[src/rtl/train_state.sv]
// Shared-segment arbiter for a two-loop layout: synchronizes four track
// sensors and drives turnouts plus per-train direction/speed commands.
module train_state #(
   parameter int SYNC_STAGES = 2
) (
   input  logic       Clock,
   input  logic       RESET,
   input  logic [4:1] SR,
   output logic [3:1] SW,
   output logic [1:0] DA,
   output logic [1:0] DB
);

   typedef enum logic [2:0] {
      ABOUT     = 3'd0,
      AIN       = 3'd1,
      AIN_BSTOP = 3'd2,
      BIN       = 3'd3,
      BIN_ASTOP = 3'd4
   } state_t;

   localparam logic [1:0] CMD_STOP = 2'b00;
   localparam logic [1:0] CMD_FWD  = 2'b01;

   logic [4:1] r_sync [SYNC_STAGES];
   state_t     r_state;
   state_t     w_next;
   logic [4:1] w_s;

   assign w_s = r_sync[SYNC_STAGES-1];

   always_ff @(posedge Clock) begin
      if (RESET) begin
         for (int i = 0; i < SYNC_STAGES; i++)
            r_sync[i] <= '0;
         r_state <= ABOUT;
      end else begin
         r_sync[0] <= SR;
         for (int i = 1; i < SYNC_STAGES; i++)
            r_sync[i] <= r_sync[i-1];
         r_state <= w_next;
      end
   end

   // Branch order encodes priority; A wins a simultaneous request.
   always_comb begin
      w_next = ABOUT;
      case (r_state)
         ABOUT: begin
            if (w_s[1] && w_s[2]) w_next = AIN_BSTOP;
            else if (w_s[1])      w_next = AIN;
            else if (w_s[2])      w_next = BIN;
            else                  w_next = ABOUT;
         end
         AIN: begin
            if (w_s[3] && w_s[2]) w_next = BIN;
            else if (w_s[3])      w_next = ABOUT;
            else if (w_s[2])      w_next = AIN_BSTOP;
            else                  w_next = AIN;
         end
         AIN_BSTOP: begin
            if (w_s[3]) w_next = BIN;
            else        w_next = AIN_BSTOP;
         end
         BIN: begin
            if (w_s[4] && w_s[1]) w_next = AIN;
            else if (w_s[4])      w_next = ABOUT;
            else if (w_s[1])      w_next = BIN_ASTOP;
            else                  w_next = BIN;
         end
         BIN_ASTOP: begin
            if (w_s[4]) w_next = AIN;
            else        w_next = BIN_ASTOP;
         end
         default: w_next = ABOUT;
      endcase
   end

   always_comb begin
      SW = 3'b000;
      DA = CMD_STOP;
      DB = CMD_STOP;
      case (r_state)
         ABOUT: begin
            SW = 3'b000; DA = CMD_FWD; DB = CMD_FWD;
         end
         AIN: begin
            SW = 3'b001; DA = CMD_FWD; DB = CMD_FWD;
         end
         AIN_BSTOP: begin
            SW = 3'b001; DA = CMD_FWD; DB = CMD_STOP;
         end
         BIN: begin
            SW = 3'b110; DA = CMD_FWD; DB = CMD_FWD;
         end
         BIN_ASTOP: begin
            SW = 3'b110; DA = CMD_STOP; DB = CMD_FWD;
         end
         default: begin
            SW = 3'b000; DA = CMD_STOP; DB = CMD_STOP;
         end
      endcase
   end

endmodule

[config.mk]
export PLATFORM = sky130hd
export DESIGN_NAME = train_state
export DESIGN_NICKNAME = d
export VERILOG_FILES = /design/src/rtl/train_state.sv
export SDC_FILE = /design/constraint.sdc
export NUM_CORES = 1
export LEC_CHECK = 0
export ABC_AREA = 1
export ABC_CLOCK_PERIOD_IN_PS = 1650
export CAP_MARGIN = 20
export CORE_MARGIN = 2
export CORE_UTILIZATION = 36
export DETAILED_ROUTE_END_ITERATION = 8
export SLEW_MARGIN = 10
export SYNTH_ARGS = -nofsm -noshare
export SYNTH_HDL_FRONTEND = slang
export SYNTH_SLANG_ARGS = --single-unit
[constraint.sdc]
create_clock -name Clock -period 1.65 [get_ports Clock]
set_clock_uncertainty 0.1 [all_clocks]
set_input_delay 0.2475 -clock Clock [delete_from_list [all_inputs] [get_ports Clock]]
set_output_delay 0.2475 -clock Clock [all_outputs]
set_load 0.03 [all_outputs]
==> flow_metrics.tcl, run 1 <==
set metrics [dict create \
    status "finished, final reports clean" \
    antenna_cells 0 \
    syn_area_per_cell_um2 7.25 \
    yosysSeqAreaShare_pct 39.5 \
    numCtsBuffers 3 \
    die_y_um 43.4 \
    ir_drop_mv 0.463 \
    cap_violations 0 \
    root_buffer "clkbuf_4" \
    cts-htree-levels 1 \
    synth_warnings 0 \
    syn_to_final_growth_pct 25.3 \
    start_util_pct 37.9 \
    fp.coreArea_mm2 0.00147 \
    worstSetupPathType "reg2out" \
    critPathArrivalTime_ns 1.19 \
    period_share_pct 92.9 \
    cp.required_ns 1.30 \
    syn-cell-area_um2 558 \
    cp_top_family "buffers and inverters" \
    wirelength_um 833 \
    busiest_layer "met2" \
    grtUsageMet3_pct 3.75 \
    drt_iter0_drc 2 \
    antenna_found_initial 0 \
    p_per_area_mw_per_mm2 838 \
    grtUsageMet2_pct 19.1 \
    viasPerCell 4.28 \
    end_kind "output port" \
    io_pins 13 \
    netlist_instances 77 \
    ant_nets 0 \
    cts_setup_buffers 0 \
    final.setup.tns_ns 0 \
    setup_viol 0 \
    grt_pass1_vias 420 \
    synth-seq-cells 11 \
    clk_pin_slew_ns 0.07 \
    dp_hpwl_um 691 \
    layout.nets 104 \
    use_met1_pct 11.7 \
    drt-pass1-iter-count 2 \
    total_leakage_power_nw 0.359 \
    dieArea_mm2 0.00188 \
    row_count 14 \
    grt_max_degree 8 \
    hp-class "reg2reg" \
    fmax_mhz 652 \
    path_cells "buf_6 > inv_1 > nor2_1 > nand2_1 > o21ai_0 > buf_4" \
    clk_latency_ns 0.27 \
    cp_num_cells 6 \
    synth_cell_types 17 \
    crit_buf_inv 3 \
    crit_slowest_cell "dfxtp_1" \
    overflow 0 \
    die-width_um 43.4 \
    vias 458 \
    grt_pass1_wl_um 1570 \
    drc 0 \
    wl_per_cell_um 7.79 \
    worst_path_largest_cell_delay_ns 0.34 \
    globalplace.congestion 0.766 \
    path_max_fanout 6 \
    finalMaxSlewViolations 0 \
    hold_depth 2 \
    cts.path.max_buffers 2 \
    grt_usage_pct 11.5 \
    hold_viol 0 \
    portBuffers 10 \
    clock_sinks 11 \
    hold_ws_ns 0.303 \
    rsz0062_at_grt "false" \
    worst_r2r_path_depth 7 \
    fin_util_pct 47.5 \
    min_period_ns 1.53 \
    cts_tree "built" \
    drive_gt1_share_pct 14.3 \
    startpoint_type "flip-flop" \
]
synthesized netlist by cell type (all sizes together):
cell,count,share of area [%]
nand2,10,7.2
clkbuf,1,0.67
nand3,5,4.5
buf,3,4.0
nand4,1,1.1
o21ai,4,3.6
ha,6,13
nor2,14,9.9
a21oi,1,0.90
or2,1,1.1
o211ai,1,1.3
dfxtp,11,39
inv,18,12
conb,1,0.67
cells by family after synthesis:
group	count (synthesis)	share of synthesized area, %
compound gates	6	5.83
flops	11	39.5
buf+inv	22	16.8
fa+ha+maj	6	13.5
simple gates	31	23.8
other cells	1	0.672
cells in the final DEF (no fill, tap or decap), types with 2 or more instances in the layout:
master,count
clkdlybuf4s50_1,5
inv_1,17
buf_4,5
o21ai_0,3
conb_1,2
nand3_1,5
clkbuf_4,3
dfxtp_1,11
ha_1,6
nand2_1,9
nor2_1,13
power breakdown:
part	switching (mW)	leakage, nW	total (mW)	internal, mW
clock network	0.0920	0.0150	0.186	0.0936
registers	0.00999	0.0907	0.289	0.279
logic	0.0653	0.253	0.112	0.0463
total	0.167	0.359	0.586	0.419
repair_timing:
| action | 4_1_cts | 5_1_grt |
|---|---|---|
| pin swaps | 0 | 1 |
| endpoints found under the setup margin | 2 | 3 |
| hold buffers | 0 | 0 |
| gates resized for setup | 2 | 5 |
per-layer routing:
layer | share of wire (%) | wire (µm)
met5 | 0 | 0
met1 | 45 | 378
met2 | 45 | 371
met4 | 3.7 | 31
met3 | 6.2 | 52
path summary, 6_finish.rpt:
path | start | endpoint | slack (ns)
worst min register to register | r_sync[0][3] | r_sync[0][7] | 0.30
worst max-delay path | r_state[1] | SW[1] | 0.12
worst max register to register | r_sync[0][4] | r_state[0] | 0.43
worst min-delay path | r_sync[0][3] | r_sync[0][7] | 0.30
tightest hold or removal path: stages, from the launching register on:
cell and delay, ns:
dfxtp_1 0.30, inv_1 0.04, nor2_1 0.03
through the flow:
| stage | worst slack, ns | instance area [µm²] | instances | total power [mW] |
|---|---|---|---|---|
| global route | 0.0111 | 699 | 107 | 0.622 |
| finish | 0.117 | 699 | 107 | 0.586 |
| detailed placement | 0.0451 | 671 | 103 | 0.408 |
| global placement | 0.0943 | 671 | 103 | 0.406 |
| CTS | 0.0140 | 694 | 107 | 0.589 |
| floorplan | 0.0131 | 562 | 78 | 0.370 |
registers in the layout, summed over array words and instances, names as in the netlist:
name     count
r_sync       8
r_state      3
final cells by class:
cell class | instances | area (µm²)
Multi-Input combinational cell | 45 | 253
Tap cell | 16 | 20.0
Fill cell | 174 | 772
Sequential cell | 11 | 220
Clock buffer | 4 | 26.3
Timing Repair Buffer | 13 | 113
Inverter | 18 | 67.6
Power figures use the tool's default switching activity.
==> run 2: changes to the inputs <==
- CORE_UTILIZATION: 36 -> 32
- PLACE_DENSITY: unset -> 0.52
==> run 2 against run 1 <==
Effect of this change: combinational power barely moved; routed wire length up 5.2%; highest routed layer unchanged; worst hold slack worse by 0.0015 ns; clock power down 4%; first-iteration DRC count increased to 3.5 times the previous value; sequential power about the same; flip-flop and latch count stayed put; global-route usage decreased by 1.6 points; critical endpoint is now SW[3]; die area rose by 11%.
==> flow_metrics.tcl, run 2 (synthesis results as in run 1) <==
set metrics [dict create \
    status "finished, final reports clean" \
    largest_register_ffs 8 \
    hp-class "reg2reg" \
    mostFrequentLayoutCell "inv_1" \
    ant_nets 0 \
    fmax_mhz 637 \
    path_max_fanout 6 \
    critPathArrivalTime_ns 1.22 \
    row_count 15 \
    power_mw 0.580 \
    cp.required_ns 1.30 \
    top_regs "r_sync (8), r_state (3)" \
    grt_pass1_wl_um 1380 \
    largest_register "r_sync" \
    cts-htree-levels 1 \
    final.setup.tns_ns 0 \
    syn_to_final_growth_pct 25.3 \
    clk_pin_slew_ns 0.07 \
    drive_gt1_share_pct 15.4 \
    rr_startpoint "r_sync[0][4]" \
    whs_endpoint "r_sync[0][4]" \
    vias 442 \
    end_kind "output port" \
    fp.coreArea_mm2 0.00169 \
    total_leakage_power_nw 0.358 \
    fin_area_um2 699 \
    wl_per_cell_um 8.11 \
    hold_depth 2 \
    grt_max_degree 8 \
    min_from "r_sync[0][0]" \
    drt_iter0_drc 7 \
    layout_common_cells "inv_1, nor2_1, dfxtp_1" \
    path_cells "buf_4 > nor2_4 > nand2_1 > o21ai_1 > buf_4" \
    clk_latency_ns 0.26 \
    dieArea_mm2 0.00209 \
    dp_hpwl_um 722 \
    drc 0 \
    portBuffers 10 \
    wirelength_um 876 \
    antenna_found_initial 0 \
    rsz0062_at_grt "false" \
    io_pins 13 \
    root_buffer "clkbuf_4" \
    die-width_um 45.8 \
    viasPerCell 4.09 \
    min_period_ns 1.57 \
    layout.nets 104 \
    die_y_um 45.8 \
    worst_r2r_path_depth 7 \
    p_per_area_mw_per_mm2 829 \
    period_share_pct 95.1 \
    cts_tree "built" \
    overflow 0 \
    place_area_um2 672 \
    hold_viol 0 \
    crit_slowest_cell "dfxtp_1" \
    ir_drop_mv 0.386 \
    numCtsBuffers 3 \
    setup_viol 0 \
    r2r_slack_ns 0.42 \
    globalplace.congestion 0.758 \
    cts.path.max_buffers 2 \
    grt_usage_pct 9.84 \
    clock_sinks 11 \
    cp_top_family "buffers and inverters" \
    cap_violations 0 \
    start_util_pct 33.0 \
    finalMaxSlewViolations 0 \
    n_fill_cell 187 \
    crit_buf_inv 2 \
    worstSetupPathType "reg2out" \
    startpoint_type "flip-flop" \
    antenna_cells 0 \
    grt_pass1_vias 348 \
    drt-pass1-iter-count 4 \
    critPathMostFrequentCell "buf_4" \
    worst_path_largest_cell_delay_ns 0.31 \
    regToRegEndpoint "r_state[0]" \
]
[run 2: cell count changes in the layout (fill, tap and decap cells not counted)]
cell and change:
nor2_2 +1, buf_4 +1, buf_6 -1, nor2_1 -1
[run 2: worst register-to-register path: stages, from the launching register on]
cell and delay (ns):
dfxtp_1 0.36, inv_1 0.08, ha_1 0.27, inv_1 0.04
nand3_1 0.07, nand3_1 0.08, nor2_1 0.09, nor2_1 0.04
[run 2: through the flow]
step                setup slack, ns  std cells  util, %  hold slack, ns
detailed placement           0.0741        104     39.8           0.293
global placement             0.0979        104     39.8           0.289
finish                       0.0804        108     41.4           0.302
global route                 0.0128        108     41.4           0.320
floorplan                    0.0131         78        -           0.254
CTS                          0.0158        108     41.5           0.302
[run 2: how the worst max path moves through the flow]
stage / start / end / slack [ns] / cells past startpoint
final: r_state[1] / SW[3] / 0.08 / 5
after floorplan: r_state[2] / SW[1] / 0.01 / 3
after global routing: r_state[1] / SW[3] / 0.01 / 5
after CTS: r_state[0] / DB[0] / 0.02 / 3
after detailed placement: r_state[0] / DB[0] / 0.07 / 3
after global placement: r_state[0] / DB[0] / 0.1 / 3
[run 2: repair_timing]
| action | in CTS | in global routing |
|---|---|---|
| hold buffers | 0 | 0 |
| resized for setup | 3 | 4 |
| setup endpoints to repair | 4 | 2 |
| setup buffers | 0 | 0 |
[run 2: routing by layer]
layer	up-vias	part of all wire, %	global-route usage [%]
met3	2	6.1	2.38
met2	14	48	14.4
li1	252	-	-
met5	-	0	0
met1	174	44	11.9
met4	0	1.7	8.57
[run 2: cell type report]
| class | instances | area (µm²) | area share (%) |
|---|---|---|---|
| Timing Repair Buffer | 13 | 109 | 15.6 |
| Multi-Input combinational cell | 45 | 255 | 36.5 |
| Clock buffer | 4 | 26.3 | 3.76 |
| Sequential cell | 11 | 220 | 31.5 |
| Inverter | 18 | 67.6 | 9.66 |
| Tap cell | 17 | 21.3 | 3.04 |
[run 2: where the power goes]
group	total [mW]	switching, mW	internal [mW]
logic	0.112	0.0667	0.0450
clock network	0.179	0.0857	0.0935
registers	0.289	0.00971	0.279
total	0.580	0.162	0.418
==> run 3: changes to the inputs <==
- CORE_UTILIZATION: 32 -> 30
- PLACE_DENSITY: 0.52 -> 0.5
==> run 3 against run 2 <==
Effect of this change: die area increased by 6.1%; first-iteration DRC count decreased by 43%; critical path depth unchanged; worst hold slack improved by 0.00095 ns; sequential share of layout area decreased by 0.44 points; power decreased by 0.25%; critical endpoint unchanged; clock power about the same; non-clock buffer count unchanged; largest cell class unchanged.
==> flow_metrics.tcl, run 3 (synthesis results as in run 1) <==
set metrics [dict create \
    status "finished, final reports clean" \
    hold_ws_ns 0.303 \
    ant_nets 0 \
    cts_resized 3 \
    drc 0 \
    end_kind "output port" \
    grt_pass1_vias 374 \
    cts.path.max_buffers 2 \
    startpoint "r_state[1]" \
    power_mw 0.578 \
    rsz0062_at_grt "false" \
    worstSetupPathType "reg2out" \
    min_from "r_sync[0][2]" \
    critPathMostFrequentCell "buf_4" \
    vias 467 \
    rr_startpoint "r_sync[0][4]" \
    period_share_pct 94.6 \
    antenna_found_initial 0 \
    hold_viol 0 \
    dieArea_mm2 0.00222 \
    worst_path_largest_cell_delay_ns 0.31 \
    ir_drop_mv 0.484 \
    clk_pin_slew_ns 0.07 \
    layout_common_cells "inv_1, nor2_1, dfxtp_1" \
    cts-htree-levels 1 \
    ctsHoldBuffers 0 \
    path_max_fanout 6 \
    fmax_mhz 641 \
    top_regs "r_sync (8), r_state (3)" \
    root_buffer "clkbuf_4" \
    fp.coreArea_mm2 0.00175 \
    row_count 15 \
    largest_register "r_sync" \
    clock_sinks 11 \
    crit_buf_inv 2 \
    die_y_um 47.1 \
    wirelength_um 887 \
    finalMaxSlewViolations 0 \
    largest_register_ffs 8 \
    syn_to_final_growth_pct 27.1 \
    grt_max_degree 12 \
    cts_setup_buffers 0 \
    drt-pass1-iter-count 2 \
    io_pins 13 \
    grt_usage_pct 9.96 \
    total_leakage_power_nw 0.358 \
    cp_top_family "buffers and inverters" \
    cp.required_ns 1.30 \
    crit_slowest_cell "dfxtp_1" \
    drive_gt1_share_pct 15.4 \
    clk_latency_ns 0.26 \
    start_util_pct 32.0 \
    wl_per_cell_um 7.65 \
    globalplace.congestion 0.749 \
    layout.nets 104 \
    grt_pass1_wl_um 1480 \
    fin_area_um2 709 \
    path_cells "buf_4 > nor2_4 > nand2_1 > o21ai_1 > buf_4" \
    numCtsBuffers 3 \
    overflow 0 \
    mostFrequentLayoutCell "inv_1" \
    hp-class "reg2reg" \
    drt_iter0_drc 4 \
    place_area_um2 682 \
    dp_hpwl_um 712 \
    min_period_ns 1.56 \
    final.setup.tns_ns 0 \
    viasPerCell 4.03 \
    startpoint_type "flip-flop" \
    cts_tree "built" \
    critPathArrivalTime_ns 1.21 \
    cap_violations 0 \
    p_per_area_mw_per_mm2 815 \
    fin_util_pct 40.6 \
    antenna_cells 0 \
    portBuffers 10 \
    setup_viol 0 \
    die-width_um 47.1 \
]
==> run 3: report_power, final <==
| part | switching [mW] | leakage, nW | internal [mW] |
|---|---|---|---|
| combinational | 0.0671 | 0.252 | 0.0452 |
| sequential | 0.00948 | 0.0907 | 0.279 |
| clock | 0.0841 | 0.0150 | 0.0933 |
==> run 3: routing by layer <==
metal / vias up / share of wire, % / GRT usage, %
li1: 253 / - / -
met1: 196 / 46 / 10.9
met2: 14 / 44 / 15.1
met3: 4 / 7.3 / 2.69
met4: 0 / 2.8 / 10.0
met5: - / 0 / 0
==> run 3: layout make-up <==
type,instances,area [µm²]
inverter,18,67.6
multi-input combinational,45,255
sequential,11,220
clock buffer,4,26.3
timing repair buffer,13,109
fill,202,1040
tap,25,31.3
==> run 3: final timing paths <==
kind	endpoint	slack, ns	cells past startpoint
worst min-delay path	r_sync[0][6]	0.30	2
worst min register to register	r_sync[0][6]	0.30	2
worst max register to register	r_state[0]	0.41	7
worst max-delay path	SW[3]	0.09	5
==> run 3: worst min-delay path: stages, from the launching register on <==
cell and delay (ns):
dfxtp_1 0.30, inv_1 0.04, nor2_1 0.03
==> run 3: stage by stage <==
stage	worst slack (ns)	std cells
CTS	0.0223	116
global route	0.00563	116
global placement	0.0964	112
floorplan	0.0131	78
finish	0.0891	116
detailed placement	0.0757	112
==> patch 1: new RTL, flow settings as in run 2 <==
Reset style: asynchronous (`RESET`), changed in one clocked block.
--- a/src/rtl/train_state.sv
+++ b/src/rtl/train_state.sv
@@ -31,3 +31,3 @@
 
-   always_ff @(posedge Clock) begin
+   always_ff @(posedge Clock or posedge RESET) begin
       if (RESET) begin
Behaviour: differs if RESET is asserted again (counterexample within 4 cycles, from zero or initial values and one cycle with RESET high); with RESET held inactive, the same outputs for 10 cycles.
==> patch 1 against run 2 <==
- final cell count shrank 20%
- final area shrank 0.89%
- setup slack lost 0.015 ns
- fmax shrank 0.95%
- wire length shrank 9.5%
- first-iteration DRC count shrank 43%
- sequential cell count is the same
- area after synthesis shrank 0.90%
- count of clock-buffer cells in the layout shrank 1
- sequential share of layout area grew 8.4 points
- register-to-register slack gained 0.03 ns
- critical endpoint is now SW[1]
- largest cell class is now sequential cells
Power is not compared: it rests on default switching activity, and its combinational part moved more than twofold at a synthesized area within 25%.
==> patch 1: results <==
export IMPL_status="complete, no violations"
export IMPL_clock_latency_ns=0.26
export IMPL_synth_most_common_cell="dfrtp_1"
export IMPL_placed_cells=81
export IMPL_r2r_setup_slack_ns=0.45
export IMPL_grt_start_max_net_pins=12
export IMPL_port_buffers=10
export IMPL_yosys_top_cells_count="dfrtp_1 (11), nand2_1 (8), ha_1 (6), inv_1 (6)"
export IMPL_drive_above_1_share=0.275
export IMPL_place_congestion=0.781
export IMPL_holdCritPathClass="input port to asynchronous set/reset pin"
export IMPL_grt_use_met2=0.146
export IMPL_avgSynthCellArea_um2=9.88
export IMPL_met1_usage=0.0968
export IMPL_final_cells=86
export IMPL_antennaDiodeCount=0
export IMPL_yosysUniqueCellTypes=19
export IMPL_grt_pass1_vias=340
export IMPL_arrival_ns=1.24
export IMPL_dpl_worst_slack_ns=0.210
export IMPL_via_count=382
export IMPL_ys_seq_area_frac=0.498
export IMPL_grt_use_total=0.0947
export IMPL_finalNetCount=82
export IMPL_reg2reg_depth=7
export IMPL_drt_iter0_markers=4
export IMPL_r2r_end="r_state[0]$_DFF_PP0_"
export IMPL_nFillCells=173
export IMPL_cts_buffers=3
export IMPL_grt_use_met3=0.0595
export IMPL_placed_area_um2=642
export IMPL_post_dp_hpwl_um=647
export IMPL_reg2reg_from="w_s[1]$_DFF_PP0_"
export IMPL_crit_path_start="r_state[2]$_DFF_PP0_"
export IMPL_routedWlPerCell_um=9.22
export IMPL_grt_pass1_wl_um=1310
export IMPL_crit_fanout=8
export IMPL_async_reset_ff_frac=1.00
export IMPL_ir_drop_v=0.000652
export IMPL_synth_area_top_cells="dfrtp_1 (50%), ha_1 (14%), nand2_1 (5.4%)"
export IMPL_antenna_found_initial=0
## patch 1: changes by cell type in the layout (fill, tap and decap cells not counted), sizes merged, moves of 9 or more
| cell | delta |
|---|---|
| dfrtp | +11 |
| dfxtp | -11 |
| inv | -9 |
| nor2 | -10 |
## patch 1: worst max path at each step
stage / endpoint / slack (ns) / depth (start not counted)
floorplan: SW[3] / 0.04 / 3
global placement: DA[0] / 0.22 / 2
detailed placement: DA[0] / 0.21 / 2
CTS: SW[3] / 0.01 / 4
global route: SW[1] / 0.004 / 4
finish: SW[1] / 0.07 / 4
## patch 1: stage by stage
| step | hold slack, ns | utilization |
|---|---|---|
| 4_1_cts | 0.167 | 0.400 |
| 6_report | 0.169 | 0.415 |
| 2_1_floorplan | -0.0000616 | - |
| 5_1_grt | 0.192 | 0.415 |
| 3_5_place_dp | 0.236 | 0.384 |
| 3_3_place_gp | 0.231 | 0.384 |
## patch 1: final cells by class
class                      instances  area, um2  share of cell area
inverter                           9       33.8              0.0487
clock inverter                     1       5.00             0.00722
multi-input combinational         33        226               0.327
sequential                        11        277               0.399
timing repair buffer              12        108               0.155
tap                               17       21.3              0.0307
clock buffer                       3       22.5              0.0325
## patch 1: worst max-delay path: stages (launching register included)
cell     delay, ns
dfrtp_1       0.40
buf_6         0.15
nor3_4        0.18
a21o_1        0.10
buf_4         0.15
## patch 1: report_power, final
group | leakage (nW) | total [mW] | internal (mW) | switching (mW)
clock network | 0.0177 | 0.178 | 0.0896 | 0.0881
registers | 0.130 | 0.360 | 0.312 | 0.0486
logic | 0.205 | 0.541 | 0.212 | 0.328
total | 0.353 | 1.08 | 0.614 | 0.465
## patch 1: layer usage
| metal | share of wire | routed length, um | up-vias |
|---|---|---|---|
| li1 | - | - | 200 |
| met2 | 0.48 | 384 | 12 |
| met5 | 0 | 0 | - |
| met3 | 0.083 | 66 | 0 |
| met1 | 0.43 | 342 | 170 |
| met4 | 0 | 0 | 0 |
## patch 1: cell families (layout without fill, tap and decap cells)
logic type / count (synthesis) / count (layout) / share of synthesized area
fa+ha+maj: 6 / 6 / 0.136
buf+inv: 13 / 25 / 0.122
flops: 11 / 11 / 0.498
simple gates: 18 / 18 / 0.165
other cells: 1 / 2 / 0.00678
compound gates: 7 / 7 / 0.0724
## patch 1: repair_timing
action | CTS | global route
buffers inserted | 0 | 1
endpoints found under the hold margin | 0 | 0
resized for setup | 1 | 5
pin swaps | 0 | 1
endpoints found under the setup margin | 1 | 3
==> patch 2: new RTL, flow settings as in run 2 <==
Without the edit above. The parameter `SYNC_STAGES` goes from 2 to 1.
--- a/src/rtl/train_state.sv
+++ b/src/rtl/train_state.sv
@@ -3,3 +3,3 @@
 module train_state #(
-   parameter int SYNC_STAGES = 2
+   parameter int SYNC_STAGES = 1
 ) (
Behaviour: not the same (Yosys sat finds a counterexample within 4 cycles, from zero or initial values and one cycle with RESET high).
==> patch 2 against run 2 <==
- register-to-register slack got worse by 0.11 ns
- critical endpoint is now SW[1]
- wire length is 11% lower
- final cell count decreased by 17%
- power shrank 11%
- synthesized cell count fell by 21%
- largest power group unchanged
- area after synthesis is 19% lower
- utilization increased by 3.6 points
- setup slack better by 0.058 ns
- final area decreased by 16%
- sequential cell count fell by 4
- via count shrank 13%
==> patch 2: results <==
export IMPL_status="complete, no violations"
export IMPL_worst_slack_ns=0.138
export IMPL_synth_area_top_cells="dfxtp_1 (31%), ha_1 (17%), nand3_1 (8.9%)"
export IMPL_antenna_found_initial=0
export IMPL_holdCritPathClass="input port to flip-flop"
export IMPL_yosys_top_cells_count="inv_1 (10), nand3_1 (8), dfxtp_1 (7), ha_1 (6), nor2_1 (6)"
export IMPL_drt_iter0_markers=4
export IMPL_clockBufferDepth=2
export IMPL_p_int_mw=0.340
export IMPL_viasPerCell=4.29
export IMPL_power_clock_mw=0.157
export IMPL_seqPwrFrac=0.384
export IMPL_min_path_cells=3
export IMPL_dr_pass1_iters=4
export IMPL_avgSynthCellArea_um2=7.38
export IMPL_crit_end="SW[1]"
export IMPL_grt_pass1_wl_um=1440
export IMPL_cts_buffers=3
export IMPL_multi_input_area_um2=243
export IMPL_ys_seq_area_frac=0.311
export IMPL_place_congestion=0.754
export IMPL_finalNetCount=88
export IMPL_grt_pass1_vias=338
export IMPL_clock_sinks=7
export IMPL_clkPwrFrac=0.305
export IMPL_final_cells=90
export IMPL_r2r_end="r_state[1]$_SDFF_PP0_"
export IMPL_tns_ns=0
export IMPL_reg2reg_depth=7
export IMPL_nFillCells=145
export IMPL_critPathSlowestCell="dfxtp_1"
export IMPL_drive_above_1_share=0.267
export IMPL_crit_fanout=5
export IMPL_clkTransAtPathRegs_ns=0.06
export IMPL_slowest_delay_ns=0.32
export IMPL_grt_start_max_net_pins=8
export IMPL_placed_area_um2=552
export IMPL_hp_start="SR[2]"
export IMPL_grt_use_total=0.112
export IMPL_dpl_worst_slack_ns=0.263
export IMPL_post_dp_hpwl_um=646
export IMPL_p_leak_nw=0.296
export IMPL_async_reset_ff_frac=0
export IMPL_ir_drop_v=0.000366
export IMPL_crit_path_start="r_state[2]$_SDFF_PP0_"
export IMPL_placed_cells=85
export IMPL_critPathTopFamily="buffers and inverters"
export IMPL_routedWlPerCell_um=8.69
export IMPL_reg2reg_from="r_sync[0][0]$_SDFF_PP0_"
export IMPL_arrival_ns=1.16
export IMPL_top_regs="r_sync: 4 flops, r_state: 3 flops"
export IMPL_whs_ns=0.404
export IMPL_r2r_setup_slack_ns=0.31
export IMPL_hold_end="r_sync[0][1]$_SDFF_PP0_"
export IMPL_yosysUniqueCellTypes=19
export IMPL_critical_path_class="flip-flop to output port"
==> patch 2: per-layer routing <==
metal	GRT usage	vias to the layer above	part of all wire
li1	-	211	-
met1	0.138	162	0.49
met2	0.150	13	0.43
met3	0.0391	0	0.069
met4	0.0968	0	0
met5	0	-	0
==> patch 2: final cells by class <==
type,count,area share
multi-input cells,38,0.415
flip-flops and latches,7,0.241
repair buffers,12,0.177
inverters,14,0.0897
clock buffers,4,0.0449
well taps,15,0.0321
==> patch 2: cells by family after synthesis <==
logic type | synth area share
AND/OR/NAND/NOR | 0.275
buffers and inverters | 0.167
flip-flops | 0.311
AO/OA/AOI/OAI | 0.0722
adder cells (fa/ha/maj) | 0.167
other | 0.00833
==> patch 2: repair_timing <==
action	4_1_cts	5_1_grt
pin swaps	0	1
setup endpoints to repair	1	4
resized for setup	1	1
cloned	0	0
buffers inserted	0	1
